## src/rtl/tetris_pkg.sv

```systemverilog
// Shared definitions for the tetris input conditioner.
// Provides the move-command bit positions, the lane numbering used by
// the top level, the 4-bit command vector type and a fixed-priority
// pick helper (lowest set bit wins: Left > Right > Down > Rotate).
package tetris_pkg;

  localparam int unsigned CMD_LEFT   = 0;
  localparam int unsigned CMD_RIGHT  = 1;
  localparam int unsigned CMD_DOWN   = 2;
  localparam int unsigned CMD_ROTATE = 3;
  localparam int unsigned NUM_CMDS   = 4;

  // Lanes 0..3 carry the move commands in CMD_* order.
  localparam int unsigned LANE_START     = 4;
  localparam int unsigned LANE_TRY_AGAIN = 5;
  localparam int unsigned NUM_LANES      = 6;

  typedef logic [NUM_CMDS-1:0] cmd_vec_t;

  // One-hot grant of the highest-priority request (lowest index).
  function automatic cmd_vec_t cmd_priority_pick(input cmd_vec_t req);
    cmd_vec_t grant;
    grant = '0;
    for (int unsigned i = 0; i < NUM_CMDS; i++) begin
      if (req[i] && (grant == '0)) begin
        grant[i] = 1'b1;
      end
    end
    return grant;
  endfunction

endpackage

```

## src/rtl/tetris_button_lane.sv

```systemverilog
// One push-button lane: 2-flop synchroniser, counter debounce, rising-edge
// event and optional auto-repeat.
// Ports:
//   clk, rst_n : clock, asynchronous active-low reset
//   btn_i      : raw asynchronous button, active-high
//   level_o    : debounced level
//   event_o    : one-cycle strobe on each press and, with REPEAT_EN, on
//                every repeat while held; high in the first cycle the
//                debounced level is 1 (and on each repeat cycle)
module tetris_button_lane
  import tetris_pkg::*;
#(
  parameter int unsigned DEBOUNCE_CYCLES = 4,
  parameter int unsigned REPEAT_DELAY    = 16,
  parameter int unsigned REPEAT_RATE     = 4,
  parameter int unsigned CNT_W           = 16,
  parameter bit          REPEAT_EN       = 1'b0
) (
  input  logic clk,
  input  logic rst_n,
  input  logic btn_i,
  output logic level_o,
  output logic event_o
);

  logic             sync1_q, sync2_q;
  logic             level_q, level_d;
  logic [CNT_W-1:0] db_cnt_q, db_cnt_d, db_cnt_inc;
  logic [CNT_W-1:0] rep_cnt_q, rep_cnt_d, rep_cnt_inc, rep_target;
  logic             rep_first_q, rep_first_d;
  logic             rep_fire;
  logic             event_q, event_d;

  always_ff @(posedge clk or negedge rst_n) begin
    if (!rst_n) begin
      sync1_q     <= 1'b0;
      sync2_q     <= 1'b0;
      level_q     <= 1'b0;
      db_cnt_q    <= '0;
      rep_cnt_q   <= '0;
      rep_first_q <= 1'b0;
      event_q     <= 1'b0;
    end else begin
      sync1_q     <= btn_i;
      sync2_q     <= sync1_q;
      level_q     <= level_d;
      db_cnt_q    <= db_cnt_d;
      rep_cnt_q   <= rep_cnt_d;
      rep_first_q <= rep_first_d;
      event_q     <= event_d;
    end
  end

  // Debounce: count consecutive cycles of disagreement; any agreement clears.
  always_comb begin
    level_d    = level_q;
    db_cnt_d   = '0;
    db_cnt_inc = db_cnt_q + 1'b1;
    if (sync2_q != level_q) begin
      if (db_cnt_inc == CNT_W'(DEBOUNCE_CYCLES)) begin
        level_d = sync2_q;
      end else begin
        db_cnt_d = db_cnt_inc;
      end
    end
  end

  // Auto-repeat: rep_cnt_q holds cycles since the press (or last repeat).
  // rep_first_q selects REPEAT_RATE once the initial REPEAT_DELAY has fired.
  always_comb begin
    rep_cnt_d   = '0;
    rep_first_d = 1'b0;
    rep_fire    = 1'b0;
    rep_cnt_inc = rep_cnt_q + 1'b1;
    rep_target  = rep_first_q ? CNT_W'(REPEAT_RATE) : CNT_W'(REPEAT_DELAY);
    if (REPEAT_EN && level_q && level_d) begin
      rep_cnt_d   = rep_cnt_inc;
      rep_first_d = rep_first_q;
      if (rep_cnt_inc == rep_target) begin
        rep_fire    = 1'b1;
        rep_cnt_d   = '0;
        rep_first_d = 1'b1;
      end
    end
  end

  assign event_d = (level_d & ~level_q) | rep_fire;

  assign level_o = level_q;
  assign event_o = event_q;

endmodule

```

## src/rtl/tetris_input_conditioner.sv

```systemverilog
// Button front end for the tetris1 core.
// Six conditioned button lanes feed a pending-move register. Moves are
// issued one at a time, highest priority first (Left > Right > Down >
// Rotate), only while core_ready is high, with an idle cycle after each
// issue. Start and try_again are forwarded as ungated one-cycle pulses.
// Ports:
//   Clk, Reset_n           : clock, asynchronous active-low reset
//   btn_*                  : raw asynchronous buttons, active-high
//   core_ready             : core currently accepts moves
//   Left/Right/Down/Rotate : one-cycle move pulses, mutually exclusive
//   Start, try_again       : one-cycle pulses
//   pending                : queued moves {Rotate, Down, Right, Left}
module tetris_input_conditioner
  import tetris_pkg::*;
#(
  parameter int unsigned DEBOUNCE_CYCLES = 4,
  parameter int unsigned REPEAT_DELAY    = 16,
  parameter int unsigned REPEAT_RATE     = 4,
  parameter int unsigned CNT_W           = 16
) (
  input  logic       Clk,
  input  logic       Reset_n,
  input  logic       btn_left,
  input  logic       btn_right,
  input  logic       btn_down,
  input  logic       btn_rotate,
  input  logic       btn_start,
  input  logic       btn_try_again,
  input  logic       core_ready,
  output logic       Left,
  output logic       Right,
  output logic       Down,
  output logic       Rotate,
  output logic       Start,
  output logic       try_again,
  output logic [3:0] pending
);

  logic [NUM_LANES-1:0] btn_raw;
  logic [NUM_LANES-1:0] lane_event;
  // Debounced levels are not needed here; only the event strobes are.
  logic [NUM_LANES-1:0] lane_level_unused;
  cmd_vec_t             move_ev;

  cmd_vec_t pending_q, pending_d;
  cmd_vec_t move_q, move_d;
  logic     gap_q, gap_d;
  logic     start_q, start_d;
  logic     try_again_q, try_again_d;

  assign btn_raw = {btn_try_again, btn_start, btn_rotate, btn_down, btn_right, btn_left};

  for (genvar g = 0; g < NUM_LANES; g++) begin : g_lane
    tetris_button_lane #(
      .DEBOUNCE_CYCLES(DEBOUNCE_CYCLES),
      .REPEAT_DELAY   (REPEAT_DELAY),
      .REPEAT_RATE    (REPEAT_RATE),
      .CNT_W          (CNT_W),
      .REPEAT_EN      (g <= CMD_DOWN)
    ) u_lane (
      .clk    (Clk),
      .rst_n  (Reset_n),
      .btn_i  (btn_raw[g]),
      .level_o(lane_level_unused[g]),
      .event_o(lane_event[g])
    );
  end

  assign move_ev = lane_event[NUM_CMDS-1:0];

  always_ff @(posedge Clk or negedge Reset_n) begin
    if (!Reset_n) begin
      pending_q   <= '0;
      move_q      <= '0;
      gap_q       <= 1'b0;
      start_q     <= 1'b0;
      try_again_q <= 1'b0;
    end else begin
      pending_q   <= pending_d;
      move_q      <= move_d;
      gap_q       <= gap_d;
      start_q     <= start_d;
      try_again_q <= try_again_d;
    end
  end

  // Issue clears are applied before new events so a same-cycle event
  // re-arms the bit being issued.
  always_comb begin
    move_d = '0;
    if (core_ready && !gap_q && (pending_q != '0)) begin
      move_d = cmd_priority_pick(pending_q);
    end
    gap_d     = |move_d;
    pending_d = pending_q & ~move_d;

    if (move_ev[CMD_LEFT] && move_ev[CMD_RIGHT]) begin
      pending_d[CMD_LEFT]  = 1'b0;
      pending_d[CMD_RIGHT] = 1'b0;
    end else if (move_ev[CMD_LEFT]) begin
      pending_d[CMD_LEFT]  = 1'b1;
      pending_d[CMD_RIGHT] = 1'b0;
    end else if (move_ev[CMD_RIGHT]) begin
      pending_d[CMD_RIGHT] = 1'b1;
      pending_d[CMD_LEFT]  = 1'b0;
    end
    if (move_ev[CMD_DOWN]) begin
      pending_d[CMD_DOWN] = 1'b1;
    end
    if (move_ev[CMD_ROTATE]) begin
      pending_d[CMD_ROTATE] = 1'b1;
    end

    start_d     = lane_event[LANE_START];
    try_again_d = lane_event[LANE_TRY_AGAIN];
  end

  assign Left      = move_q[CMD_LEFT];
  assign Right     = move_q[CMD_RIGHT];
  assign Down      = move_q[CMD_DOWN];
  assign Rotate    = move_q[CMD_ROTATE];
  assign Start     = start_q;
  assign try_again = try_again_q;
  assign pending   = pending_q;

endmodule

```

## config.mk

```make
export PLATFORM = sky130hd
export DESIGN_NAME = tetris_input_conditioner
export DESIGN_NICKNAME = d
export VERILOG_FILES = /design/src/rtl/tetris_pkg.sv /design/src/rtl/tetris_button_lane.sv /design/src/rtl/tetris_input_conditioner.sv
export SDC_FILE = /design/constraint.sdc
export NUM_CORES = 1
export LEC_CHECK = 0
export CAP_MARGIN = 20
export CORE_MARGIN = 1.5
export CORE_UTILIZATION = 47
export CTS_CLUSTER_DIAMETER = 120
export DETAILED_ROUTE_END_ITERATION = 10
export PLACE_DENSITY = 0.76
export SLEW_MARGIN = 5
export SYNTH_ARGS = -nofsm -noshare
export SYNTH_HDL_FRONTEND = slang
export SYNTH_SLANG_ARGS = --single-unit
```

## constraint.sdc

```tcl
create_clock -name Clk -period 2.3 [get_ports Clk]
set_clock_uncertainty 0.05 [all_clocks]
set_input_delay 0.46 -clock Clk [delete_from_list [all_inputs] [get_ports Clk]]
set_output_delay 0.46 -clock Clk [all_outputs]
set_load 0.02 [all_outputs]
```

; ---- After elaboration in Yosys (flattened, before gate mapping)
; Cells that the tools add are included.
[totals]
register_bits = 182
input_bits = 9
out_inout_bits = 10
wordCells = 158
[classes]
n_addsub = 9
eq_ne = 18
n_mux = 58
bitwise_logic = 18
n_reduce_logical = 14
[op_table]
columns = operator, n
row1 = 16-bit 2-to-1 mux, 18
row2 = 16-bit by 1-bit adder with 16-bit output (second input constant), 9
row3 = 16-bit by 3-bit equality test with 1-bit output (second input constant), 6
row4 = 16-bit equality test, 3
row5 = 1-bit 2-to-1 mux, 33
row6 = 5-bit 2-to-1 mux, 3
row7 = 1-bit logical AND, 9
row8 = 1-bit NOT, 7
row9 = 1-bit bitwise AND, 6
row10 = 2-bit 2-to-1 mux, 3
row11 = 1-bit != test, 6
row12 = 2-bit != test (second input constant), 3
row13 = 4-bit bitwise AND, 1
row14 = 4-bit 2-to-1 mux, 1
row15 = 4-bit NOT, 1
row16 = 4-bit nonzero test, 1
row17 = 4-bit OR reduction, 1
row18 = 3-bit zero test, 1
row19 = 1-bit bitwise OR, 3
row20 = 2-bit zero test, 1
row21 = 1-bit zero test, 1

; ---- Logic depth before layout (Yosys ltp)
; Gate-level depths: netlist (run 1).
[depth]
depth_word = 21
mapped_depth = 9
depth_no_buf = 7

; ---- Cells and area by module
; From an unflattened synthesis (run 1), not the netlist that was laid out.
[hier_totals]
cells_unflattened = 981
hier_area_um2 = 10107.2
[modules_own_cells]
columns = mod, n_inst, cells_per_inst, area_each_um2, seq_area_each_um2
row1 = tetris_button_lane at g_lane[0].u_lane ..., 3, 218, 2105.8, 925.9
row2 = tetris_button_lane at g_lane[3].u_lane ..., 3, 99, 1136.1, 500.5
row3 = tetris_input_conditioner, 1, 30, 381.6, 275.3

; ---- Least setup slack after synthesis (run 1)
; No wires, ideal clock.
[synth_path]
kind = register to register
startpoint = register g_lane[0].u_lane.db_cnt_q[0]
endpoint = register g_lane[0].u_lane.rep_cnt_q[9]
arrival_ps = 2182
setup_slack_ps = -55
stages_incl_launch_ff = 9
path_buffers = 1
synth_period_minus_slack_ps = 2355
path_cell_list = dfrtp_1 > ha_1 > nand2_1 > or4_1 > a2111oi_0 > nor4b_2 > a21o_2 > buf_6 > nor2_1
[synth_between]
elab_chain_len = 6
[synth_rtl]
columns = item, line_no
row1 = start: declaration, tetris_button_lane.sv:28  ; logic [CNT_W-1:0] db_cnt_q, db_cnt_d, db_cnt_inc;
row2 = start signal: assignment, tetris_button_lane.sv:47  ; db_cnt_q <= db_cnt_d;
row3 = 16-bit by 1-bit adder with 16-bit output, tetris_button_lane.sv:58  ; db_cnt_inc = db_cnt_q + 1'b1;
row4 = 16-bit by 3-bit equality test with 1-bit output, tetris_button_lane.sv:60  ; if (db_cnt_inc == CNT_W'(DEBOUNCE_CYCLES)) begin
row5 = 1-bit 2-to-1 mux, tetris_button_lane.sv:60
row6 = 1-bit 2-to-1 mux, tetris_button_lane.sv:59  ; if (sync2_q != level_q) begin
row7 = 1-bit logical AND, tetris_button_lane.sv:76  ; if (REPEAT_EN && level_q && level_d) begin
row8 = 16-bit 2-to-1 mux, tetris_button_lane.sv:76
row9 = via g_lane[0].u_lane.rep_cnt_d[9], tetris_button_lane.sv:29  ; logic [CNT_W-1:0] rep_cnt_q, rep_cnt_d, rep_cnt_inc, rep_target;
row10 = end signal: assignment, tetris_button_lane.sv:48  ; rep_cnt_q <= rep_cnt_d;
row11 = end: declaration, tetris_button_lane.sv:29
; The timed path passes the listed nets, and every way through them passes these cells.
; A chain may end at the register's enable or synchronous reset.

; ---- Worst setup path after layout (run 1)
[layout_path]
startpoint = register g_lane[1].u_lane.db_cnt_q[7]
endpoint = register g_lane[1].u_lane.rep_cnt_q[15]
[layout_between]
elab_chain_len = 6
[layout_rtl]
columns = item, line_no
row1 = start: declaration, tetris_button_lane.sv:28
row2 = start signal: assignment, tetris_button_lane.sv:47
row3 = 16-bit by 1-bit adder with 16-bit output, tetris_button_lane.sv:58
row4 = 16-bit by 3-bit equality test with 1-bit output, tetris_button_lane.sv:60
row5 = 1-bit 2-to-1 mux, tetris_button_lane.sv:60
row6 = 1-bit 2-to-1 mux, tetris_button_lane.sv:59
row7 = 1-bit logical AND, tetris_button_lane.sv:76
row8 = 16-bit 2-to-1 mux, tetris_button_lane.sv:76
row9 = via g_lane[1].u_lane.rep_cnt_d[15], tetris_button_lane.sv:29
row10 = end signal: assignment, tetris_button_lane.sv:48
row11 = end: declaration, tetris_button_lane.sv:29
; The timed path passes the listed nets, and every way through them passes these cells.

==> results of run 1 <==
[final timing paths]
path                       depth (start not counted)                         start                             end  slack [ps]
max reg2reg                                        7  g_lane[1].u_lane.db_cnt_q[7]  g_lane[1].u_lane.rep_cnt_q[15]         -90
min                                                0      g_lane[4].u_lane.sync1_q        g_lane[4].u_lane.sync2_q         300
min in group asynchronous                          2                       Reset_n    g_lane[3].u_lane.db_cnt_q[5]         480
min reg2reg                                        0      g_lane[4].u_lane.sync1_q        g_lane[4].u_lane.sync2_q         300
max                                                7  g_lane[1].u_lane.db_cnt_q[7]  g_lane[1].u_lane.rep_cnt_q[15]         -90
max in group asynchronous                          3                       Reset_n    g_lane[2].u_lane.db_cnt_q[5]        1110
[cell usage after synthesis, drive strengths merged, types with 13 or more instances]
library cell	count
nor2	171
clkbuf	24
nor3	33
xnor2	84
nand4	33
mux2i	14
nand3	61
nor4	23
buf	13
dfrtp	182
inv	26
xor2	57
and4	16
and3	18
nand2	51
[final cells by class]
class / count / area share [%]
well taps: 265 / 2.80
clock inverters: 10 / 0.823
inverters: 26 / 0.823
multi-input cells: 720 / 42.8
flip-flops and latches: 182 / 38.5
repair buffers: 141 / 10.3
clock buffers: 22 / 4.00
[cell families after synthesis]
kind of cell	count (synthesis)	share of synthesized area (%)
mux	19	2.08
xor+xnor	141	13.1
buf+inv	63	2.87
flops	182	48.1
compound gates	75	6.47
fa+ha+maj	9	1.19
simple gates	476	26.2
[per-stage QoR]
step,utilization (%),instance area [sq um],worst slack (ps)
floorplan,-,9480,7.44
finish,60.5,11900,-87.6
CTS,57.8,11300,-5.18
global route,60.5,11900,-167
global placement,54.2,10600,-69.8
detailed placement,54.2,10600,-137
[layer usage]
layer	vias to the layer above	GRT usage [%]	wire length, um
li1	3607	-	-
met5	-	0	0
met1	3636	25.8	8770
met3	33	3.75	589
met4	0	5.90	387
met2	134	31.0	9910
[worst register-to-register path: stages (launching register included)]
cell and delay [ps]:
dfrtp_1 360, nand4_1 180, or4_4 620, o31ai_4 240
nand3_4 130, o31ai_4 410, buf_6 230, a21oi_2 50
[registers in the layout (all words and copies together) (netlist names), 4 cells and up]
register,cells
g_lane.u_lane.db_cnt_q,96
g_lane.u_lane.event_o,6
g_lane.u_lane.level_o,6
g_lane.u_lane.rep_cnt_q,48
g_lane.u_lane.sync1_q,6
g_lane.u_lane.sync2_q,6
move_q,4
pending,4
[what timing repair did]
item,in CTS,in global routing
cloned,0,3
hold endpoints to repair,40,0
pin swaps,1,44
gates resized for setup,19,92
endpoints found under the setup margin,43,131
hold buffers,1,0
buffers inserted,4,16
[power groups by stage]
stage | logic, W | clock network [W] | registers (W)
2_1_floorplan | 0.00103 | 0 | 0.00386
3_3_place_gp | 0.00174 | 0 | 0.00385
3_5_place_dp | 0.00179 | 0 | 0.00387
4_1_cts | 0.00188 | 0.00288 | 0.00382
5_1_grt | 0.00242 | 0.00301 | 0.00388
6_report | 0.00221 | 0.00281 | 0.00384
==> results_dict.tcl, run 1 <==
set metrics [dict create \
    portBuffers 18 \
    period_needed_ps 2390 \
    crit_required_ps 2550 \
    drt_iter0_markers 351 \
    internal-power_w 0.00615 \
    h-tree-depth 4 \
    synth-seq-cells 182 \
    fin_ws_ps -87.6 \
    gp_congestion 0.856 \
    avgSynthCellArea_sq_um 9.80 \
    fin_cells 1366 \
    yosysSeqAreaShare_pct 48.1 \
    n_fill_cell 1542 \
    max_slew_margin_pct 62.2 \
    finalWirelength_um 19700 \
    dp_cells 1310 \
    numCtsBuffers 17 \
    cp-end-kind "flop" \
    p_sw_w 0.00270 \
    rsz0062_at_grt "yes" \
    viasPerCell 5.42 \
    grt_pass1_vias 7026 \
    min_path_type "reg -> reg" \
    nets 1106 \
    vias 7410 \
    overflow 0 \
    cts.sinks 182 \
    drcViolationCount 0 \
    worst_pin_slew_ps 563 \
    synth_area_leaders "dfrtp_1 48%, xnor2_1 7.8%, nor2_1 6.8%" \
    grt_pass1_wl_um 32100 \
    gr-usage-all-layers_pct 19.0 \
    status "finished with violations" \
    core_sq_um 19600 \
    initial_core_util_pct 48.3 \
    cts_tree "built" \
    synth_cells 965 \
    violations "negative setup slack" \
    antenna_found_initial 0 \
    synth_edf_count 0 \
    place_hpwl_um 12500 \
    report.final.slew_viol_count 0 \
    dieArea_sq_um 21000 \
    powerDensity_nw_per_um2 747 \
    layout_commonest_cell "dfrtp_1" \
    syn_area_sq_um 9460 \
    multiInputGateArea_sq_um 5080 \
    post-synth-top-area-cell "dfrtp_1" \
    final_cell_mix "176 x dfrtp_1, 149 x nor2_1, 109 x buf_4" \
    hold_ws_ps 296 \
    final-seq-area_sq_um 4560 \
    synth_ff_type "dfrtp_1" \
    async_flop_share_pct 100 \
    switching_share_pct 30.5 \
    drive_above_1_share_pct 23.8 \
    antenna_cells 0 \
    cts_root_buffer "clkbuf_16" \
    clockBufferDepth 2 \
    worst-path-max-fanout 7 \
    synth_top_area_share_pct 48.1 \
    clkLatencyLatePin_ps 430 \
    syn_to_final_growth_pct 25.4 \
    critPathMostFrequentCell "o31ai_4" \
    hold_viol_final 0 \
    crit_path_max_incr_delay_ps 620 \
    startpoint_type "flop" \
    path_cells "nand4_1 > or4_4 > o31ai_4 > nand3_4 > o31ai_4 > buf_6 > a21oi_2" \
    p_seq_share_pct 43.3 \
    setup-violations-final 40 \
    yosys_warnings 0 \
    ir_drop_uv 552 \
    ys_types 77 \
    setup_tns_ps -1260 \
    synth_nets 983 \
    wl_per_cell_um 14.4 \
    postRouteAntennaNets 0 \
    total_power_w 0.00886 \
    fin_crit_sh_pct 104 \
    crit_type "reg -> reg" \
    fmax_mhz 419 \
    grt_max_degree 46 \
    clkPwrFrac_pct 31.7 \
    critical_path_arrival_ps 2640 \
    path_buf_inv 1 \
    cp_slowest_cell "or4_4" \
    boundaryPins 19 \
    p_comb_share_pct 25.0 \
    p_leak_nw 4.99 \
    rows 51 \
    die_height_um 145 \
    cpLargestDelayFamily "simple AND/OR/NAND/NOR gates" \
    clk_pin_slew_ps 70 \
    chipWidth_um 145 \
    drt_first_pass_iters 5 \
    cap_violations 0 \
]
Power figures use the tool's default switching activity.
==> run 2, diff against run 1 <==
Settings changed: GPL_TIMING_DRIVEN set to 0.
==> results_dict.tcl, run 2 (synthesis gave the netlist of run 1 again) <==
set metrics [dict create \
    status "finished with violations" \
    violations "negative setup slack" \
    report.final.slew_viol_count 0 \
    rsz0062_at_grt "yes" \
    worst_pin_slew_ps 888 \
    rows 51 \
    p_seq_share_pct 41.3 \
    path_cells "ha_4 > nand2_4 > buf_4 > or4_4 > mux2i_2 > nor4b_4 > buf_4 > mux2i_1 > o21a_1" \
    fin_ws_ps -194 \
    clkPwrFrac_pct 34.0 \
    reg_top3 "g_lane.u_lane.db_cnt_q: 96 flops, g_lane.u_lane.rep_cnt_q: 48 flops" \
    cts_root_buffer "clkbuf_16" \
    r2r_cells 9 \
    powerDensity_nw_per_um2 785 \
    multiInputGateArea_sq_um 5250 \
    r2r-end "g_lane[0].u_lane.event_o" \
    critPathMostFrequentCell "buf_4" \
    clkLatencyLatePin_ps 430 \
    cts.sinks 182 \
    cpLargestDelayFamily "simple AND/OR/NAND/NOR gates" \
    dpl_worst_slack_ps -400 \
    hold_viol_final 0 \
    clk_pin_slew_ps 70 \
    fmax_mhz 401 \
    initial_core_util_pct 48.3 \
    switching_share_pct 29.4 \
    numCtsBuffers 17 \
    largest_reg_flops 96 \
    boundaryPins 19 \
    rr_startpoint "g_lane[0].u_lane.db_cnt_q[0]" \
    internal-power_w 0.00659 \
    cp-startpoint "g_lane[0].u_lane.db_cnt_q[0]" \
    cts_tree "built" \
    antenna_found_initial 0 \
    vias 7318 \
    wl_per_cell_um 14.8 \
    cap_violations 0 \
    p_leak_nw 4.95 \
    crit_required_ps 2600 \
    syn_to_final_growth_pct 25.7 \
    stdcell_area_sq_um 11900 \
    layout_commonest_cell "dfrtp_1" \
    fin_crit_sh_pct 108 \
    dieArea_sq_um 21000 \
    drcViolationCount 0 \
    chipWidth_um 145 \
    postRouteAntennaNets 0 \
    period_needed_ps 2490 \
    startpoint_type "flop" \
    nets 1082 \
    finalWirelength_um 19800 \
    antenna_cells 0 \
    ir_drop_uv 697 \
    drt_iter0_markers 479 \
    ctsHoldBuffers 0 \
    viasPerCell 5.46 \
    core_sq_um 19600 \
    drive_above_1_share_pct 26.0 \
    fin_cells 1341 \
    portBuffers 18 \
    p_comb_share_pct 24.7 \
    cp-end-kind "flop" \
    max_slew_margin_pct 40.8 \
    critical_path_arrival_ps 2800 \
    setup-violations-final 29 \
    die_height_um 145 \
    gr-usage-all-layers_pct 19.2 \
    reg2reg_slack_ps -190 \
    final_cell_mix "160 x dfrtp_1, 145 x nor2_1, 84 x xnor2_1" \
    crit_path_max_incr_delay_ps 510 \
    setup_tns_ps -3230 \
    worst-path-max-fanout 3 \
    final-seq-area_sq_um 4580 \
    h-tree-depth 4 \
    n_fill_cell 1500 \
    min_path_type "in -> async" \
    cp_slowest_cell "or4_4" \
    p_sw_w 0.00274 \
    endpoint "g_lane[0].u_lane.event_o" \
    place_area_sq_um 10000 \
    dp_cells 1249 \
    place_hpwl_um 11400 \
    worst-path-stages 9 \
    crit_type "reg -> reg" \
    grt_pass1_vias 6967 \
    clockBufferDepth 2 \
    grt_pass1_wl_um 32300 \
    gp_congestion 0.833 \
    grt_max_degree 117 \
    drt_first_pass_iters 5 \
    top_register "g_lane.u_lane.db_cnt_q" \
    overflow 0 \
    path_buf_inv 2 \
    fin_util_pct 60.7 \
]
## run 2: routing by layer
metal / up-vias / routed length (um) / GRT usage, %
li1: 3550 / - / -
met1: 3600 / 8830 / 24.9
met2: 142 / 10100 / 32.4
met3: 26 / 629 / 3.42
met4: 0 / 277 / 6.22
met5: - / 0 / 0
## run 2: what timing repair did
item	4_1_cts	5_1_grt
pin swaps	29	33
setup endpoints to repair	133	133
cloned	2	3
resized for setup	77	101
buffers inserted	48	28
## run 2: cell type report
class                           count  share of cell area (%)
Inverter                           26                   0.821
Buffer                             21                    1.20
Clock inverter                     12                    1.69
Timing Repair Buffer               96                    7.14
Tap cell                          265                    2.79
Multi-Input combinational cell    720                    44.1
Sequential cell                   182                    38.5
Clock buffer                       19                    3.72
## run 2: how the worst min path moves through the flow
| stage | slack [ps] | end | from |
|---|---|---|---|
| after floorplan | 110 | Start | Reset_n |
| after CTS | 90 | g_lane[3].u_lane.db_cnt_q[5] | Reset_n |
| after detailed placement | 290 | try_again | g_lane[5].u_lane.event_o |
| after global placement | 280 | Start | g_lane[4].u_lane.event_o |
| final | 20 | g_lane[3].u_lane.db_cnt_q[0] | Reset_n |
| after global routing | 140 | g_lane[3].u_lane.db_cnt_q[0] | Reset_n |
## run 2: power by group through the flow
stage          combinational (W)  clock, W  sequential [W]
6_report                 0.00230   0.00318         0.00385
5_1_grt                  0.00250   0.00337         0.00390
4_1_cts                  0.00193   0.00323         0.00382
3_5_place_dp             0.00155         0         0.00387
3_3_place_gp             0.00151         0         0.00386
2_1_floorplan            0.00103         0         0.00386
## run 2: stage by stage
stage	hold WS, ps	total power [W]
floorplan	114	0.00489
global placement	282	0.00537
detailed placement	286	0.00542
CTS	91.8	0.00899
global route	140	0.00977
finish	16.4	0.00933
## run 2: worst register-to-register path, stage by stage (launching register included)
cell and delay [ps]:
dfrtp_1 400, ha_4 170, nand2_4 60, buf_4 150
or4_4 510, mux2i_2 190, nor4b_4 320, buf_4 180
mux2i_1 210, o21a_1 190
==> run 3, diff against run 2 <==
==> constraint.sdc (replaced) <==
create_clock -name Clk -period 2.3 [get_ports Clk]
set_clock_uncertainty 0.05 [all_clocks]
set_input_delay 0.69 -clock Clk [delete_from_list [all_inputs] [get_ports Clk]]
set_output_delay 0.69 -clock Clk [all_outputs]
set_load 0.02 [all_outputs]
==> results_dict.tcl, run 3 (synthesis gave the netlist of run 1 again) <==
set metrics [dict create \
    place_hpwl_um 11400 \
    portBuffers 18 \
    numCtsBuffers 17 \
    setup-violations-final 29 \
    clk_pin_slew_ps 70 \
    rows 51 \
    cp-end-kind "flop" \
    rr_startpoint "g_lane[0].u_lane.db_cnt_q[0]" \
    worst-path-max-fanout 3 \
    cts_root_buffer "clkbuf_16" \
    grt_max_degree 117 \
    report.final.slew_viol_count 0 \
    ctsHoldBuffers 0 \
    viasPerCell 5.46 \
    wl_per_cell_um 14.8 \
    path_cells "ha_4 > nand2_4 > buf_4 > or4_4 > mux2i_2 > nor4b_4 > buf_4 > mux2i_1 > o21a_1" \
    postRouteAntennaNets 0 \
    max_slew_margin_pct 40.8 \
    grt_pass1_wl_um 32300 \
    crit_path_max_incr_delay_ps 510 \
    critical_path_arrival_ps 2800 \
    ir_drop_uv 670 \
    setup_tns_ps -3240 \
    cpLargestDelayFamily "simple AND/OR/NAND/NOR gates" \
    path_buf_inv 2 \
    vias 7326 \
    h-tree-depth 4 \
    dpl_worst_slack_ps -400 \
    drt_iter0_markers 482 \
    core_sq_um 19600 \
    top_register "g_lane.u_lane.db_cnt_q" \
    largest_reg_flops 96 \
    gp_congestion 0.833 \
    fin_crit_sh_pct 108 \
    syn_to_final_growth_pct 25.7 \
    startpoint_type "flop" \
    chipWidth_um 145 \
    layout_commonest_cell "dfrtp_1" \
    cts_tree "built" \
    clockBufferDepth 2 \
    overflow 0 \
    violations "negative setup slack" \
    cts.sinks 182 \
    status "finished with violations" \
    boundaryPins 19 \
    finalWirelength_um 19900 \
    cp-startpoint "g_lane[0].u_lane.db_cnt_q[0]" \
    total_power_w 0.00933 \
    hold_viol_final 0 \
    dieArea_sq_um 21000 \
    critPathMostFrequentCell "buf_4" \
    antenna_found_initial 0 \
    crit_type "reg -> reg" \
    grt_pass1_vias 6967 \
    fin_ws_ps -194 \
    rsz0062_at_grt "yes" \
    nets 1082 \
    crit_required_ps 2600 \
    cap_violations 0 \
    drt_first_pass_iters 5 \
    period_needed_ps 2490 \
    drive_above_1_share_pct 26.0 \
    initial_core_util_pct 48.3 \
    clkLatencyLatePin_ps 430 \
    reg_top3 "g_lane.u_lane.db_cnt_q: 96 flops, g_lane.u_lane.rep_cnt_q: 48 flops" \
    antenna_cells 0 \
    drcViolationCount 0 \
    gr-usage-all-layers_pct 19.2 \
    p_leak_nw 4.98 \
    cp_slowest_cell "or4_4" \
    worst_pin_slew_ps 888 \
    powerDensity_nw_per_um2 784 \
    final_cell_mix "160 x dfrtp_1, 145 x nor2_1, 84 x xnor2_1" \
    fmax_mhz 401 \
    min_path_type "in -> async" \
    die_height_um 145 \
]
run 3: cell count changes in the layout (fill, tap and decap cells not counted), sizes merged:
cell           change
clkdlybuf4s50      -3
dlygate4sd2        +1
dlymetal6s2s       +2
run 3: report_power, final:
| group | internal [W] | switching [W] | leakage (nW) |
|---|---|---|---|
| registers | 0.00352 | 0.000332 | 2.44 |
| clock network | 0.00195 | 0.00123 | 0.309 |
| logic | 0.00111 | 0.00119 | 2.23 |
run 3: layout make-up:
class                   instances  area, sq um
inverters                      26         97.6
flip-flops and latches        182         4580
repair buffers                 96          853
plain buffers                  21          143
clock inverters                12          201
fillers                      1500         7690
clock buffers                  19          443
well taps                     265          332
multi-input cells             720         5250
run 3: final timing paths:
kind | to | slack [ps] | cells after the start
worst min-delay path | g_lane[3].u_lane.db_cnt_q[0] | 250 | 1
max in group asynchronous | g_lane[2].u_lane.rep_cnt_q[3] | 1060 | 2
worst min register to register | g_lane[5].u_lane.sync2_q | 300 | 0
worst max register to register | g_lane[0].u_lane.event_o | -190 | 9
worst max-delay path | g_lane[0].u_lane.event_o | -190 | 9
min in group Clk | g_lane[5].u_lane.sync2_q | 300 | 0
run 3: per-stage QoR:
stage / cells / utilization [%] / hold slack [ps] / instance area (sq um)
floorplan: 965 / - / 281 / 9480
global placement: 1248 / 51.0 / 282 / 9990
detailed placement: 1249 / 51.2 / 286 / 10000
CTS: 1318 / 57.8 / 300 / 11300
global route: 1341 / 60.7 / 301 / 11900
finish: 1341 / 60.7 / 246 / 11900
run 3: layer usage:
layer / track usage, % / routed length, um / part of all wire (%) / up-vias
met2: 32.4 / 10100 / 51 / 138
met4: 6.22 / 262 / 1.3 / 0
li1: - / - / - / 3550
met5: 0 / 0 / 0 / -
met3: 3.42 / 591 / 3.0 / 24
met1: 24.9 / 8900 / 45 / 3614
run 3: timing repair:
item                                    4_1_cts  5_1_grt
hold endpoints to repair                      0        0
pin swaps                                    29       33
gates resized for setup                      78      103
cloned                                        2        3
setup buffers                                48       28
endpoints found under the setup margin      134      135
